<file path="config.mk">
export PLATFORM = sky130hd
export DESIGN_NAME = cordic_result_collector
export DESIGN_NICKNAME = d
export VERILOG_FILES = /design/src/rtl/cordic_result_collector.sv
export SDC_FILE = /design/constraint.sdc
export NUM_CORES = 1
export LEC_CHECK = 0
export ABC_AREA = 1
export CORE_MARGIN = 2
export CORE_UTILIZATION = 50
export CTS_BUF_LIST = sky130_fd_sc_hd__clkbuf_8
export CTS_CLUSTER_DIAMETER = 100
export DETAILED_ROUTE_END_ITERATION = 16
export GPL_TIMING_DRIVEN = 0
export PLACE_DENSITY = 0.76
export SYNTH_ARGS = -nofsm -noshare
export SYNTH_HDL_FRONTEND = slang
export SYNTH_SLANG_ARGS = --single-unit
</file>
<file path="constraint.sdc">
create_clock -name clk -period 5.5 [get_ports clk]
set_clock_uncertainty 0.15 [all_clocks]
set_input_delay 1.1 -clock clk [delete_from_list [all_inputs] [get_ports clk]]
set_output_delay 1.1 -clock clk [all_outputs]
set_load 0.01 [all_outputs]
</file>
<file path="src/rtl/cordic_result_collector.sv">
// cordic_result_collector
// Receives the valid-only CORDIC output stream and narrows each 18-bit field
// to 16 bits, with optional rounding and with saturation. Results are held
// in a FIFO and offered downstream over valid/ready. A credit counter tells
// the issuing side when another request may enter the non-stalling pipeline.
//
// Build option: define CORDIC_RES_ROUND_EN to add a round-half-up term before
// the shift. Without it the shift truncates toward minus infinity.
module cordic_result_collector #(
    parameter int DEPTH      = 8,
    parameter int FRAC_SHIFT = 2
) (
    input  logic                       clk,
    input  logic                       rst,
    input  logic [54:0]                cordic_out_i,
    input  logic                       issue_i,
    output logic                       credit_avail_o,
    output logic                       res_vld_o,
    input  logic                       res_rdy_i,
    output logic [47:0]                res_data_o,
    output logic [2:0]                 res_sat_o,
    output logic [$clog2(DEPTH+1)-1:0] fill_o,
    output logic                       err_o
);

    localparam int AW = $clog2(DEPTH);
    localparam int FW = $clog2(DEPTH+1);

`ifdef CORDIC_RES_ROUND_EN
    localparam bit ROUND_EN = 1'b1;
`else
    localparam bit ROUND_EN = 1'b0;
`endif

    // Half an output LSB; evaluates to 0 when FRAC_SHIFT is 0.
    localparam int                RND_INT = ROUND_EN ? (2**FRAC_SHIFT) / 2 : 0;
    localparam logic signed [18:0] RND    = 19'(RND_INT);
    localparam logic signed [18:0] V_MAX  = 19'sd32767;
    localparam logic signed [18:0] V_MIN  = -19'sd32768;

    typedef struct packed {
        logic [47:0] data;
        logic [2:0]  sat;
    } entry_t;

    // Returns {sat, value16} for one 18-bit signed field.
    function automatic logic [16:0] narrow_field(input logic [17:0] f);
        logic signed [18:0] v;
        v = $signed({f[17], f}) + RND;
        v = v >>> FRAC_SHIFT;
        if (v > V_MAX) begin
            narrow_field = {1'b1, 16'h7fff};
        end else if (v < V_MIN) begin
            narrow_field = {1'b1, 16'h8000};
        end else begin
            narrow_field = {1'b0, v[15:0]};
        end
    endfunction

    logic          in_vld;
    logic [16:0]   nx, ny, nz;
    entry_t        wr_entry;
    entry_t        head;

    logic [AW:0]   wr_ptr_q, wr_ptr_d;
    logic [AW:0]   rd_ptr_q, rd_ptr_d;
    entry_t        mem_q [DEPTH];
    entry_t        mem_d [DEPTH];
    logic [FW-1:0] fill_q, fill_d;
    logic [FW-1:0] credit_q, credit_d;
    logic          credit_avail_q, credit_avail_d;
    logic          err_q, err_d;

    logic          empty, full, push, pop, overflow, bad_issue;

    // Narrow the incoming fields into a FIFO entry.
    always_comb begin
        in_vld        = cordic_out_i[54];
        nx            = narrow_field(cordic_out_i[53:36]);
        ny            = narrow_field(cordic_out_i[35:18]);
        nz            = narrow_field(cordic_out_i[17:0]);
        wr_entry.data = {nx[15:0], ny[15:0], nz[15:0]};
        wr_entry.sat  = {nx[16], ny[16], nz[16]};
    end

    // FIFO control, credit accounting and sticky error next-state.
    always_comb begin
        empty     = (wr_ptr_q == rd_ptr_q);
        full      = (wr_ptr_q[AW] != rd_ptr_q[AW]) &&
                    (wr_ptr_q[AW-1:0] == rd_ptr_q[AW-1:0]);
        pop       = !empty && res_rdy_i;
        // A full FIFO still accepts a push when the head leaves in the same cycle.
        push      = in_vld && (!full || pop);
        overflow  = in_vld && full && !pop;
        bad_issue = issue_i && (credit_q == '0);

        wr_ptr_d = wr_ptr_q;
        rd_ptr_d = rd_ptr_q;
        if (push) wr_ptr_d = wr_ptr_q + 1'b1;
        if (pop)  rd_ptr_d = rd_ptr_q + 1'b1;

        fill_d = fill_q;
        if (push && !pop)      fill_d = fill_q + FW'(1);
        else if (pop && !push) fill_d = fill_q - FW'(1);

        credit_d = credit_q;
        if (issue_i && !pop) begin
            if (credit_q != '0) credit_d = credit_q - FW'(1);
        end else if (pop && !issue_i) begin
            if (credit_q != FW'(DEPTH)) credit_d = credit_q + FW'(1);
        end
        credit_avail_d = (credit_d != '0);

        err_d = err_q | overflow | bad_issue;
    end

    // Storage next-state: only the written slot changes.
    always_comb begin
        mem_d = mem_q;
        if (push) mem_d[wr_ptr_q[AW-1:0]] = wr_entry;
    end

    // Control and status registers.
    always_ff @(posedge clk) begin
        if (rst) begin
            wr_ptr_q       <= '0;
            rd_ptr_q       <= '0;
            fill_q         <= '0;
            credit_q       <= FW'(DEPTH);
            credit_avail_q <= 1'b1;
            err_q          <= 1'b0;
        end else begin
            wr_ptr_q       <= wr_ptr_d;
            rd_ptr_q       <= rd_ptr_d;
            fill_q         <= fill_d;
            credit_q       <= credit_d;
            credit_avail_q <= credit_avail_d;
            err_q          <= err_d;
        end
    end

    // Storage has no reset; contents are only visible through valid pointers.
    always_ff @(posedge clk) begin
        mem_q <= mem_d;
    end

    // Head is read from registered storage, so a push shows up one cycle later.
    always_comb begin
        head           = mem_q[rd_ptr_q[AW-1:0]];
        res_vld_o      = !empty;
        res_data_o     = empty ? '0 : head.data;
        res_sat_o      = empty ? '0 : head.sat;
        fill_o         = fill_q;
        credit_avail_o = credit_avail_q;
        err_o          = err_q;
    end

endmodule

</file>
# After elaboration in Yosys (flattened, before gate mapping)
# Index checks and enable logic that the tools add are counted.
[word_totals] register_bits=426 latchBits=0 mem_bits_rw=0 rom_bits=0 out_inout_bits=58 n_memories=0
[op_classes] n_addsub=6 mul=0 div_mod_pow=0 magnitude_cmp=9 eq_ne=4 shift=0 muxes=20 bitwise=4 reduce_logical=21
[op_table] op="bitwise mux 408 bit" count=1
[op_table] op="binary-select mux 51 bit (select 3 bit)" count=1
[op_table] op="demux 51 bit (select 3 bit)" count=1
[op_table] op="two-way mux 51 bit" count=3
[op_table] op="two-way mux 17 bit" count=6
[op_table] op="greater-than comparator 16 bit (second input constant)" count=3
[op_table] op="less-than comparator 16 bit (second input constant)" count=3
[op_table] op="two-way mux 48 bit" count=1
[op_table] op="two-way mux 4 bit" count=6
[op_table] op="adder 4 x 1 -> 4 bit (second input constant)" count=4
[op_table] op="logical AND 1 bit" count=11
[op_table] op=">= comparator 4 bit (second input constant)" count=2
[op_table] op="inverter 3 -> 4 bit" count=2
[op_table] op="nonzero test 4 bit" count=2
[op_table] op="subtractor 4 x 1 -> 4 bit (second input constant)" count=2
[op_table] op="zero test 1 bit" count=5
[op_table] op="equality test 4 bit" count=1
[op_table] op="zero test 4 bit" count=1
[op_table] op="less-than comparator 4 x 1 -> 1 bit (second input constant)" count=1
[op_table] op="inequality test 4 bit (second input constant)" count=1
[op_table] op="equality test 3 bit" count=1
[op_table] op="two-way mux 3 bit" count=1
[op_table] op="bitwise OR 1 bit" count=2
[op_table] op="nonzero test 2 bit" count=1
[op_table] op="other kinds (2)" count=2

# Logic depth before layout (Yosys ltp)
[depth] depth_word=9 ltp_mapped=19 ltp_nobuf=18

# Worst setup path before layout
# No wires, ideal clock.
[synth_path] path_type="in2reg" from="input port res_rdy_i" to="register mem_q[100] (netlist name), enable pin" setup_ps=523 t_arrival_ps=4930 required_ps=4827 slack_ps=-103 cell_stages=6 cell_sequence="nand2_4 -> nand2_2 -> nand2_4 -> inv_2 -> nand2_2 -> nor3_1"
[synth_via] elab_chain_cells=3
[synth_rtl] element="from (decl)" line_no="19" rtl="input logic res_rdy_i,"
[synth_rtl] element="logical AND 1 bit" line_no="91" rtl="pop = !empty && res_rdy_i;"
[synth_rtl] element="logical OR 1 bit" line_no="93" rtl="push = in_vld && (!full || pop);"
[synth_rtl] element="logical AND 1 bit" line_no="93"
[synth_rtl] element="net push" line_no="74" rtl="logic empty, full, push, pop, overflow, bad_issue;"
[synth_rtl] element="to (signal assigned)" line_no="144" rtl="mem_q <= mem_d;"
[synth_rtl] element="to (decl)" line_no="67" rtl="entry_t mem_q [DEPTH];"
# The timed path passes the listed nets, and every way through them passes these cells.
# A chain may end at the register's enable or synchronous reset.

# Final worst setup path
[layout_path] from="register rd_ptr_q[0]" to="output port res_data_o[31]"
[layout_via] elab_chain_cells=5 elab_cells_between_ends=6
[layout_rtl] element="from (decl)" line_no="66" rtl="logic [AW:0] rd_ptr_q, rd_ptr_d;"
[layout_rtl] element="from (signal assigned)" line_no="134" rtl="rd_ptr_q <= rd_ptr_d;"
[layout_rtl] element="inverter 3 -> 4 bit (not written as such)" line_no="149" rtl="head = mem_q[rd_ptr_q[AW-1:0]];"
[layout_rtl] element="binary-select mux 51 bit (select 3 bit)" line_no="149"
[layout_rtl] element="two-way mux 51 bit (not written as such) (2 in series)" line_no="149"
[layout_rtl] element="two-way mux 48 bit *" line_no="151" rtl="res_data_o = empty ? '0 : head.data;"
[layout_rtl] element="to (decl)" line_no="20" rtl="output logic [47:0] res_data_o,"
# Mark *: on every way between the ends. The rest lies on a longest branch, timed or not. The select of a mux whose other input is x is not followed.

==> flow_summary.json <==
{
  "synthCells": 1392,
  "avgSynthCellArea_um2": 12.3,
  "synth_cell_types": 29,
  "finalCritPeriodShare_pct": 80.2,
  "setup_viol_count_final": 0,
  "synthTopCellsByArea": "edfxtp_1, o21ai_0, nor2_1",
  "whs_path_depth": 2,
  "drive_gt1_share_pct": 10.0,
  "max_freq_ghz": 0.227,
  "synth-edff-count": 408,
  "first_pass_iters": 6,
  "post_cts_buffers": 0,
  "cts_resized": 0,
  "antenna_found_initial": 1,
  "clk_pin_slew_ns": 0.07,
  "reg2reg_from": "rd_ptr_q[0]",
  "path_delay_family": "buffers and inverters",
  "drv_slew": 0,
  "die-area_um2": 35700,
  "critPathMaxStageDelay_ns": 0.59,
  "powerDensity_nw_per_um2": 392,
  "syn2layout_area_growth_pct": 17.6,
  "ios": 117,
  "rows": 67,
  "grt_pass1_wl_um": 61700,
  "grt_use_met1_pct": 29.9,
  "maxSlewHeadroom_pct": 33.2,
  "crit_arrival_ns": 3.16,
  "portBuffers": 61,
  "crit_type": "reg -> out",
  "die_h_um": 189,
  "setup_slack_ns": 1.09,
  "status": "finished clean",
  "num_vias": 11600,
  "use_met2_pct": 36.6,
  "p_sw_share_pct": 27.6,
  "ant_nets": 0,
  "p_int_uw": 5710,
  "drc": 0,
  "p_sw_uw": 2180,
  "hold-path-endpoint": "fill_o[3]",
  "netlist_area_um2": 17100,
  "overflow": 0,
  "pwr-share-clk_pct": 34.9,
  "reg2reg_depth": 13,
  "htree_levels": 3,
  "reg2reg_slack_ns": 2.41,
  "ys_warn_count": 0,
  "finalNetCount": 1629,
  "grt_max_degree": 28,
  "n_antenna_cell": 0,
  "cts_buffer_depth": 3,
  "finalPower_uw": 7890,
  "cp.required_ns": 4.25,
  "fill_cells": 2568,
  "worst_pin_slew_ns": 0.999,
  "leakagePower_uw": 0.00685,
  "slowest_stage": "clkdlybuf4s50_1",
  "synth_top_area_share_pct": 71.6,
  "grt_use_total_pct": 22.5,
  "vias_per_cell": 5.63,
  "hold_viol_final": 0,
  "worstHoldStart": "fill_o[3]",
  "async_flop_share_pct": 0,
  "ys_seq_elements": 426,
  "drv_cap": 0,
  "critPathLaunch": "rd_ptr_q[0]",
  "ir_drop_uv": 259,
  "cts-buffers-inserted": 70,
  "worstPathMaxFanout": 10,
  "cp_num_buf_inv": 4,
  "drtIter0Drc": 1427,
  "synth_top_area_cell": "edfxtp_1",
  "synthMostInstantiatedCell": "edfxtp_1",
  "clock_latency_ns": 0.59,
  "fin_crit_ns": 4.41,
  "dp_slack_ns": 1.58,
  "finalSetupTns_ns": 0,
  "place.gp.congestion": 0.813,
  "detail_route.wl_per_cell_um": 19.7,
  "grtUsageMet3_pct": 4.75,
  "rsz0062_at_grt": "false",
  "ys_seq_area_share_pct": 73.7,
  "final_area_um2": 20100,
  "grt_pass1_vias": 11300,
  "top_usage_layer": "met2",
  "worstHoldPathType": "reg -> reg",
  "p_seq_share_pct": 46.7,
  "reg2reg_to": "mem_q[313]",
  "ys.flop_type": "edfxtp_1",
  "routed_wl_um": 40400,
  "cts_tree": "done",
  "p_comb_share_pct": 18.4,
  "endpoint_kind": "output port",
  "hold_buffers": 0,
  "start_kind": "flop",
  "post-dp-hpwl_um": 25500,
  "place_area_um2": 18700,
  "clock_tree.root_cell": "clkbuf_8",
  "ys_top_cells_by_count": "edfxtp_1, nor2_1, o21ai_0, clkbuf_1, nand2_1",
  "path_cells": "buf_4 > buf_2 > clkbuf_1 > nor2_1 > o22ai_1 > o21ai_0 > a31oi_1 > clkdlybuf4s50_1",
  "cts_sinks": 426,
  "initial_utilization_pct": 50.9,
  "timing.critical_path.depth": 8,
  "fp.dieW_um": 189,
  "coreArea_um2": 33600
}
==> worst max path at each step <==
stage | endpoint | slack [ns]
after floorplan | mem_q[153] | 1.29
after global placement | mem_q[184] | -1.27
after detailed placement | mem_q[331] | 1.58
after CTS | res_data_o[13] | 1.06
after global routing | res_data_o[31] | 0.92
final | res_data_o[31] | 1.09
==> cell type report <==
cell class / instances / area [um2] / share of cell area [%]
flip-flops and latches: 426 / 12600 / 62.7
multi-input cells: 829 / 3970 / 19.7
clock buffers: 76 / 1050 / 5.20
repair buffers: 75 / 923 / 4.59
plain buffers: 134 / 584 / 2.90
well taps: 448 / 561 / 2.79
clock inverters: 41 / 330 / 1.64
inverters: 26 / 100 / 0.497
==> flip-flops by register name, summed over array words and instances (netlist names) <==
| name | count |
|---|---|
| credit_avail_o | 1 |
| credit_q | 4 |
| err_o | 1 |
| fill_o | 4 |
| mem_q | 408 |
| rd_ptr_q | 4 |
| wr_ptr_q | 4 |
==> per-layer routing <==
layer | routed length (um) | share of wire, % | vias to the layer above
li1 | - | - | 5330
met1 | 16200 | 40 | 5579
met2 | 19600 | 48 | 573
met3 | 3620 | 9.0 | 85
met4 | 1030 | 2.5 | 2
met5 | 13 | 0.032 | -
==> cell usage in the layout (no fill, tap or decap), types with 12 or more instances in the layout <==
master and instances:
a21oi_1 12, a31oi_1 52, buf_2 22, clkbuf_1 101
clkbuf_8 76, clkdlybuf4s50_1 61, conb_1 24, dfxtp_1 18
edfxtp_1 408, inv_1 35, nand2_1 57, nand3_1 14
nor2_1 318, o21ai_0 245, o21ai_1 18, o22ai_1 51
==> metrics by stage <==
stage | std cells | util (%) | hold slack [ns]
detailed placement | 1938 | 55.8 | 0.342
global route | 2055 | 59.9 | 0.378
global placement | 1924 | 54.7 | 0.319
CTS | 2055 | 59.9 | 0.351
floorplan | 1415 | - | 0.306
finish | 2055 | 59.9 | 0.345
==> worst reg2reg max path, delay by kind of cell (launching register included) <==
kind	cells	cell delay [ns]
DFF	1	0.32
buffers and inverters	4	0.76
and+or+nand+nor	9	1.51
==> power groups by stage <==
stage | Sequential, uW | Combinational [uW] | Clock, uW
after global routing | 3700 | 1590 | 2910
after global placement | 3760 | 1390 | 0
after CTS | 3690 | 1450 | 2780
after floorplan | 3760 | 822 | 0
after detailed placement | 3760 | 1440 | 0
final | 3690 | 1450 | 2750
==> cells by family after synthesis <==
family,after synthesis,share of synthesized area (%)
flip-flops,426,73.7
AO/OA/AOI/OAI,378,11.8
adder cells (fa/ha/maj),8,0.629
buffers and inverters,160,4.00
other,1,0.0219
AND/OR/NAND/NOR,413,9.53
XOR/XNOR,6,0.307
No activity file was read; power rests on OpenSTA's default activity.
